`src/rtl/modulation_bram_writer_pkg.sv`:
```
// Shared types and constants for the modulation BRAM write path.
package modulation_bram_writer_pkg;

    localparam int unsigned NumSegment       = 2;
    localparam int unsigned SegIdxWidth      = 15;
    localparam int unsigned ModWordAddrWidth = 14;

    typedef enum logic [1:0] {
        IDLE,
        WR_LO,
        WR_HI,
        FILL
    } mod_writer_state_t;

    typedef struct packed {
        logic                        segment;
        logic [ModWordAddrWidth-1:0] addr;
        logic [15:0]                 data;
    } mod_wr_word_t;

    localparam int unsigned ModWordWidth = $bits(mod_wr_word_t);

endpackage

```
`src/rtl/modulation_bram_writer_fifo.sv`:
```
// mod_word_fifo: small synchronous FIFO holding host words (mod_wr_word_t)
// between the host handshake and the BRAM write sequencer. Head word is
// presented combinationally on dout.
module mod_word_fifo
    import modulation_bram_writer_pkg::*;
#(
    parameter int unsigned DEPTH = 4
) (
    input  logic                    clk,
    input  logic                    rst,
    input  logic                    push,
    input  logic [ModWordWidth-1:0] din,
    input  logic                    pop,
    output logic [ModWordWidth-1:0] dout,
    output logic                    full,
    output logic                    empty
);

    localparam int unsigned PtrW = $clog2(DEPTH);

    logic [ModWordWidth-1:0] mem [DEPTH];
    logic [PtrW:0]           wr_ptr;
    logic [PtrW:0]           rd_ptr;
    logic                    do_push;
    logic                    do_pop;

    assign do_push = push && !full;
    assign do_pop  = pop && !empty;
    assign empty   = (wr_ptr == rd_ptr);
    assign full    = (wr_ptr[PtrW] != rd_ptr[PtrW]) &&
                     (wr_ptr[PtrW-1:0] == rd_ptr[PtrW-1:0]);
    assign dout    = mem[rd_ptr[PtrW-1:0]];

    // Storage array; contents need no reset since pointers gate visibility.
    always_ff @(posedge clk) begin
        if (do_push) begin
            mem[wr_ptr[PtrW-1:0]] <= din;
        end
    end

    // Read/write pointers with one wrap bit to tell full from empty.
    always_ff @(posedge clk or posedge rst) begin
        if (rst) begin
            wr_ptr <= '0;
            rd_ptr <= '0;
        end else begin
            if (do_push) wr_ptr <= wr_ptr + 1'b1;
            if (do_pop)  rd_ptr <= rd_ptr + 1'b1;
        end
    end

endmodule

```
`src/rtl/modulation_bram_writer.sv`:
```
// modulation_bram_writer: splits host 16-bit words into two BRAM byte writes,
// provides a whole-segment fill engine and per-segment high-water marks.
// Optional write statistics: define MODULATION_BRAM_WRITER_STATS_EN.
module modulation_bram_writer
    import modulation_bram_writer_pkg::*;
#(
    parameter int unsigned FIFO_DEPTH = 4,
    parameter int unsigned SEG_IDX_W  = 15
) (
    input  logic                   CLK,
    input  logic                   RST,
    input  logic                   WR_VALID,
    output logic                   WR_READY,
    input  logic                   WR_SEGMENT,
    input  logic [SEG_IDX_W-2:0]   WR_ADDR,
    input  logic [15:0]            WR_DATA,
    input  logic                   FILL_REQ,
    input  logic                   FILL_SEGMENT,
    input  logic [7:0]             FILL_VALUE,
    output logic                   FILL_BUSY,
    output logic                   BRAM_WE,
    output logic [SEG_IDX_W:0]     BRAM_ADDR,
    output logic [7:0]             BRAM_DIN,
    output logic [2*SEG_IDX_W-1:0] MAX_IDX,
    output logic [31:0]            WRITE_COUNT
);

    mod_writer_state_t       state;
    mod_writer_state_t       state_next;
    mod_wr_word_t            word;
    logic [ModWordWidth-1:0] fifo_dout;
    logic                    fifo_full;
    logic                    fifo_empty;
    logic                    push;
    logic                    pop;
    logic                    ready_en;
    logic                    fill_pending;
    logic                    fill_seg;
    logic [7:0]              fill_value;
    logic [SEG_IDX_W-1:0]    fill_idx;
    logic [SEG_IDX_W-1:0]    max0;
    logic [SEG_IDX_W-1:0]    max1;
    logic [SEG_IDX_W-1:0]    hi_idx;
    logic                    we_next;
    logic [SEG_IDX_W:0]      addr_next;
    logic [7:0]              din_next;

    assign WR_READY  = ready_en && !fifo_full && !fill_pending && (state != FILL);
    assign push      = WR_VALID && WR_READY;
    assign FILL_BUSY = fill_pending;
    assign MAX_IDX   = {max1, max0};
    assign hi_idx    = {word.addr, 1'b1};

    mod_word_fifo #(
        .DEPTH(FIFO_DEPTH)
    ) u_fifo (
        .clk  (CLK),
        .rst  (RST),
        .push (push),
        .din  ({WR_SEGMENT, WR_ADDR, WR_DATA}),
        .pop  (pop),
        .dout (fifo_dout),
        .full (fifo_full),
        .empty(fifo_empty)
    );

    // Next-state, FIFO pop and next BRAM port values.
    always_comb begin
        state_next = state;
        pop        = 1'b0;
        we_next    = 1'b0;
        addr_next  = '0;
        din_next   = '0;
        case (state)
            IDLE: begin
                if (fill_pending && fifo_empty) begin
                    state_next = FILL;
                end else if (!fifo_empty) begin
                    pop        = 1'b1;
                    state_next = WR_LO;
                end
            end
            WR_LO: begin
                we_next    = 1'b1;
                addr_next  = {word.segment, word.addr, 1'b0};
                din_next   = word.data[7:0];
                state_next = WR_HI;
            end
            WR_HI: begin
                we_next   = 1'b1;
                addr_next = {word.segment, word.addr, 1'b1};
                din_next  = word.data[15:8];
                if (!fifo_empty && !fill_pending) begin
                    pop        = 1'b1;
                    state_next = WR_LO;
                end else begin
                    state_next = IDLE;
                end
            end
            FILL: begin
                we_next   = 1'b1;
                addr_next = {fill_seg, fill_idx};
                din_next  = fill_value;
                if (fill_idx == '1) begin
                    state_next = IDLE;
                end
            end
            default: state_next = IDLE;
        endcase
    end

    // State register and the word currently being written.
    always_ff @(posedge CLK or posedge RST) begin
        if (RST) begin
            state    <= IDLE;
            word     <= '0;
            ready_en <= 1'b0;
        end else begin
            state    <= state_next;
            ready_en <= 1'b1;
            if (pop) begin
                word <= mod_wr_word_t'(fifo_dout);
            end
        end
    end

    // Fill request capture and fill index; requests while busy are ignored.
    always_ff @(posedge CLK or posedge RST) begin
        if (RST) begin
            fill_pending <= 1'b0;
            fill_seg     <= 1'b0;
            fill_value   <= '0;
            fill_idx     <= '0;
        end else begin
            if (state == FILL && fill_idx == '1) begin
                fill_pending <= 1'b0;
            end else if (FILL_REQ && !fill_pending) begin
                fill_pending <= 1'b1;
                fill_seg     <= FILL_SEGMENT;
                fill_value   <= FILL_VALUE;
            end
            fill_idx <= (state == FILL) ? fill_idx + 1'b1 : '0;
        end
    end

    // Per-segment high-water marks: raised by the odd-sample write, cleared on fill entry.
    always_ff @(posedge CLK or posedge RST) begin
        if (RST) begin
            max0 <= '0;
            max1 <= '0;
        end else if (state == WR_HI) begin
            if (!word.segment && hi_idx > max0) max0 <= hi_idx;
            if (word.segment && hi_idx > max1)  max1 <= hi_idx;
        end else if (state == IDLE && state_next == FILL) begin
            if (!fill_seg) max0 <= '0;
            else           max1 <= '0;
        end
    end

    // Registered BRAM port.
    always_ff @(posedge CLK or posedge RST) begin
        if (RST) begin
            BRAM_WE   <= 1'b0;
            BRAM_ADDR <= '0;
            BRAM_DIN  <= '0;
        end else begin
            BRAM_WE   <= we_next;
            BRAM_ADDR <= addr_next;
            BRAM_DIN  <= din_next;
        end
    end

`ifdef MODULATION_BRAM_WRITER_STATS_EN
    // Count every cycle the BRAM strobe is high, wrapping at 2^32.
    always_ff @(posedge CLK or posedge RST) begin
        if (RST) begin
            WRITE_COUNT <= '0;
        end else if (BRAM_WE) begin
            WRITE_COUNT <= WRITE_COUNT + 1'b1;
        end
    end
`else
    assign WRITE_COUNT = '0;
`endif

endmodule

```
`config.mk`:
```
export PLATFORM = sky130hd
export DESIGN_NAME = modulation_bram_writer
export DESIGN_NICKNAME = d
export VERILOG_FILES = /design/src/rtl/modulation_bram_writer_pkg.sv /design/src/rtl/modulation_bram_writer_fifo.sv /design/src/rtl/modulation_bram_writer.sv
export SDC_FILE = /design/constraint.sdc
export NUM_CORES = 1
export LEC_CHECK = 0
export ABC_AREA = 1
export BUFFER_PORTS_ARGS = -buffer_cell sky130_fd_sc_hd__buf_2
export CORE_MARGIN = 5
export CORE_UTILIZATION = 62
export CTS_CLUSTER_DIAMETER = 200
export DETAILED_ROUTE_END_ITERATION = 10
export PLACE_DENSITY = 0.84
export REMOVE_ABC_BUFFERS = 1
export SYNTH_ARGS = -nofsm -noshare
export SYNTH_HDL_FRONTEND = slang
export SYNTH_SLANG_ARGS = --single-unit
```
`constraint.sdc`:
```
create_clock -name CLK -period 6.43 [get_ports CLK]
set_input_delay 0.3215 -clock CLK [delete_from_list [all_inputs] [get_ports CLK]]
set_output_delay 0.3215 -clock CLK [all_outputs]
set_load 0.02 [all_outputs]
```
==> key figures <==
Outcome
  – Status: complete, no violations

Cells and area
  – # diodes: 0
  – Layout Area Growth over Synthesis: 12.8%
  – Layout Cells excl Fill: 1342
  – Share of cells above drive strength 1: 14.8%
  – Final nets: 1181

Placed design
  – Routability cong.: 0.834
  – Placed cells: 1291
  – DP HPWL: 15.7 mm
  – IO buf count: 100

Critical path
  – Worst path max stage delay: 1110 ps
  – Setup crit start kind: flop
  – RR Startpoint: u_fifo.rd_ptr[0]
  – CP Max Fanout: 65
  – Worst path arrival time: 3290 ps
  – Required time worst endpoint: 6870 ps
  – Crit end category: flop
  – Crit path cell chain: xnor2_4 -> nand3b_2 -> nand2_2 -> nor2_1 -> a21oi_1
  – Worst r2r path cells: 5
  – Setup slack, reg-to-reg: 3570 ps
  – Slowest CP cell: dfrtp_2
  – R2R Path End: word[14]
  – Critical path type: reg -> reg

Floorplanning
  – Die height: 141 microns
  – Die width: 141 microns
  – Die area: 19800 sq um
  – Starting Density: 63.5%
  – Row cnt: 47
  – I/O pins: 133
  – Core ar.: 16700 sq um

Clocking
  – Post-cts gate resize count: 0
  – Clk sinks: 244
  – CTS tree: built
  – Clock Path Buffers: 3
  – H-tree Lvls: 1
  – Post-CTS Hold Buffers: 4
  – Total CTS buffers: 25
  – Clock root buffer: clkbuf_16
  – Clock transition at the registers of the reported paths: 60 ps
  – Clock Latency Late Sink: 530 ps
  – Postcts setup bufs: 0

Global route
  – Largest net degree at the start of global routing: 82
  – Global route overflow: 0
  – Overall routing resource usage: 22.8%
  – Vias in the first global route: 7098
  – Initial antenna violation count: 0
  – First-pass GRT wire length: 36.2 mm

Routing
  – WL/cell: 17.1 microns
  – TritonRoute pass-1 iters: 6
  – DR iter-0 viols: 599
  – Post-DRT Antenna Nets: 0
  – Final WL: 22.9 mm
  – Vias: 7411
  – Vias per inst: 5.52
  – Post-route DRC: 0

STA
  – Peak Freq: 0.350 GHz
  – Final Hold Fails: 0
  – Setup TNS: 0 ps
  – Fin crit share: 44.4%
  – Max_slew headroom: 24.8%
  – Worst-margin pin slew: 1130 ps
  – RSZ-0062 raised after global routing: false
  – Count of pins over their slew limit: 0
  – Layout Skew: 9.41 ps
  – Final min period: 2860 ps
  – Final setup vio count: 0

Worst hold path
  – Worst Hold Depth: 2
  – Worst hold start: FILL_VALUE[0]
  – Worst hold path class: in -> reg
  – Hold path endpoint: fill_value[0]

Power
  – Maximum vdd drop: 0.314 mV
  – Pwr Density: 468 nW/um^2
  – Lkg Pwr: 0.00534 uW

Yosys
  – Synth Instances: 1006
  – Number of distinct library cells after synthesis: 36
  – Area of the mapped netlist: 10600 sq um
  – Yosys Warn Count: 0
  – Register area share after synthesis: 63.4%
  – Syn Area/Cell: 10.5 sq um
  – Synth Register Bits: 244

Job
  – Max-cap violation count: 0
-- critical path, delay by kind of cell, from the launching register on --
kind | cells | cell delay (ps)
AND/OR/NAND/NOR | 3 | 1280
flip-flops | 1 | 1110
AO/OA/AOI/OAI | 1 | 170
XOR/XNOR | 1 | 190
-- area by class of cell --
type / count / area (sq um)
multi-input cells: 616 / 3170
flip-flops and latches: 244 / 6730
inverters: 105 / 397
clock buffers: 31 / 658
fillers: 1139 / 4730
clock inverters: 15 / 145
repair buffers: 111 / 596
well taps: 220 / 275
-- synthesized netlist by cell type (all sizes together) --
| master | number | area share, % |
|---|---|---|
| dfrtp | 120 | 28 |
| o32ai | 31 | 2.6 |
| nand2 | 165 | 5.9 |
| a31oi | 1 | 0.059 |
| a21oi | 52 | 2.5 |
| o21a | 9 | 0.64 |
| nand3 | 32 | 1.7 |
| o21bai | 1 | 0.071 |
| o21ai | 47 | 2.2 |
| edfxtp | 124 | 35 |
| nor2 | 180 | 6.5 |
| nor3 | 3 | 0.19 |
| xnor2 | 3 | 0.50 |
| clkbuf | 17 | 0.60 |
| buf | 55 | 3.6 |
| inv | 105 | 3.7 |
| nand3b | 3 | 0.25 |
| xor2 | 4 | 0.33 |
| conb | 2 | 0.071 |
| o22ai | 10 | 0.59 |
| o221ai | 7 | 0.58 |
| ha | 34 | 4.0 |
| o211ai | 1 | 0.071 |
-- cells by family (layout without fill, tap and decap cells) --
| logic type | count (synthesis) | count (layout) | synth area share (%) |
|---|---|---|---|
| buffers and inverters | 177 | 262 | 7.95 |
| flip-flops | 244 | 244 | 63.4 |
| XOR/XNOR | 7 | 7 | 0.825 |
| adder cells (fa/ha/maj) | 34 | 34 | 4.01 |
| other | 2 | 33 | 0.0708 |
| AO/OA/AOI/OAI | 159 | 159 | 9.23 |
| AND/OR/NAND/NOR | 383 | 383 | 14.5 |
-- layer usage --
| layer | wire length, microns | track usage [%] | part of all wire, % | vias up |
|---|---|---|---|---|
| met2 | 11000 | 37.4 | 48 | 339 |
| li1 | - | - | - | 3489 |
| met5 | 0 | 0 | 0 | - |
| met3 | 1820 | 3.39 | 7.9 | 52 |
| met4 | 709 | 7.04 | 3.1 | 0 |
| met1 | 9440 | 31.8 | 41 | 3531 |
-- worst max-delay path by stage --
stage | start | to | slack, ps | cells after the start
6_report | u_fifo.rd_ptr[0] | word[14] | 3570 | 5
5_1_grt | u_fifo.rd_ptr[0] | hi_idx[2] | 3350 | 5
4_1_cts | u_fifo.rd_ptr[0] | word[14] | 3600 | 5
3_5_place_dp | u_fifo.rd_ptr[0] | word[14] | 3620 | 5
3_3_place_gp | u_fifo.rd_ptr[0] | hi_idx[10] | 3750 | 5
2_1_floorplan | u_fifo.rd_ptr[0] | u_fifo.mem[0][0] | 2900 | 6
-- through the flow --
step                      cell area [sq um]  hold slack [ps]  util (%)  power (uW)  worst slack (ps)
after floorplan                       10300              420         -        3530              2900
after detailed placement              11100              391      66.5        4210              3620
after CTS                             12000            0.630      71.6        5610              3600
final                                 12000             11.2      71.7        5600              3570
after global placement                11100              379      66.5        4110              3750
after global routing                  12000           0.0453      71.7        5960              3350
-- cell usage in the layout (no fill, tap or decap), drive strengths merged, types with 2 or more instances in the layout --
master | synthesis | layout
nor2 | 180 | 180
nor3 | 3 | 3
clkinv | 0 | 10
clkinvlp | 0 | 2
o32ai | 31 | 31
a21oi | 52 | 52
nand2 | 165 | 165
bufinv | 0 | 2
xor2 | 4 | 4
nand3 | 32 | 32
inv | 105 | 106
nand3b | 3 | 3
conb | 2 | 33
buf | 55 | 106
o22ai | 10 | 10
dfrtp | 120 | 120
xnor2 | 3 | 3
o221ai | 7 | 7
dlygate4sd3 | 0 | 5
o21a | 9 | 9
ha | 34 | 34
clkbuf | 17 | 31
edfxtp | 124 | 124
o21ai | 47 | 47
-- sequential cells by signal (all words and copies together) (netlist names) --
signal / count
u_fifo.mem: 124
word: 17
BRAM_ADDR: 16
fill_idx: 15
max0: 15
max1: 15
hi_idx: 14
BRAM_DIN: 8
fill_value: 8
u_fifo.rd_ptr: 3
u_fifo.wr_ptr: 3
state: 2
BRAM_WE: 1
FILL_BUSY: 1
fill_seg: 1
ready_en: 1
-- power breakdown --
part	internal, uW	switching, uW
Sequential	1930	261
Clock	814	590
Combinational	663	1340
(Power assumes the default switching activity.)
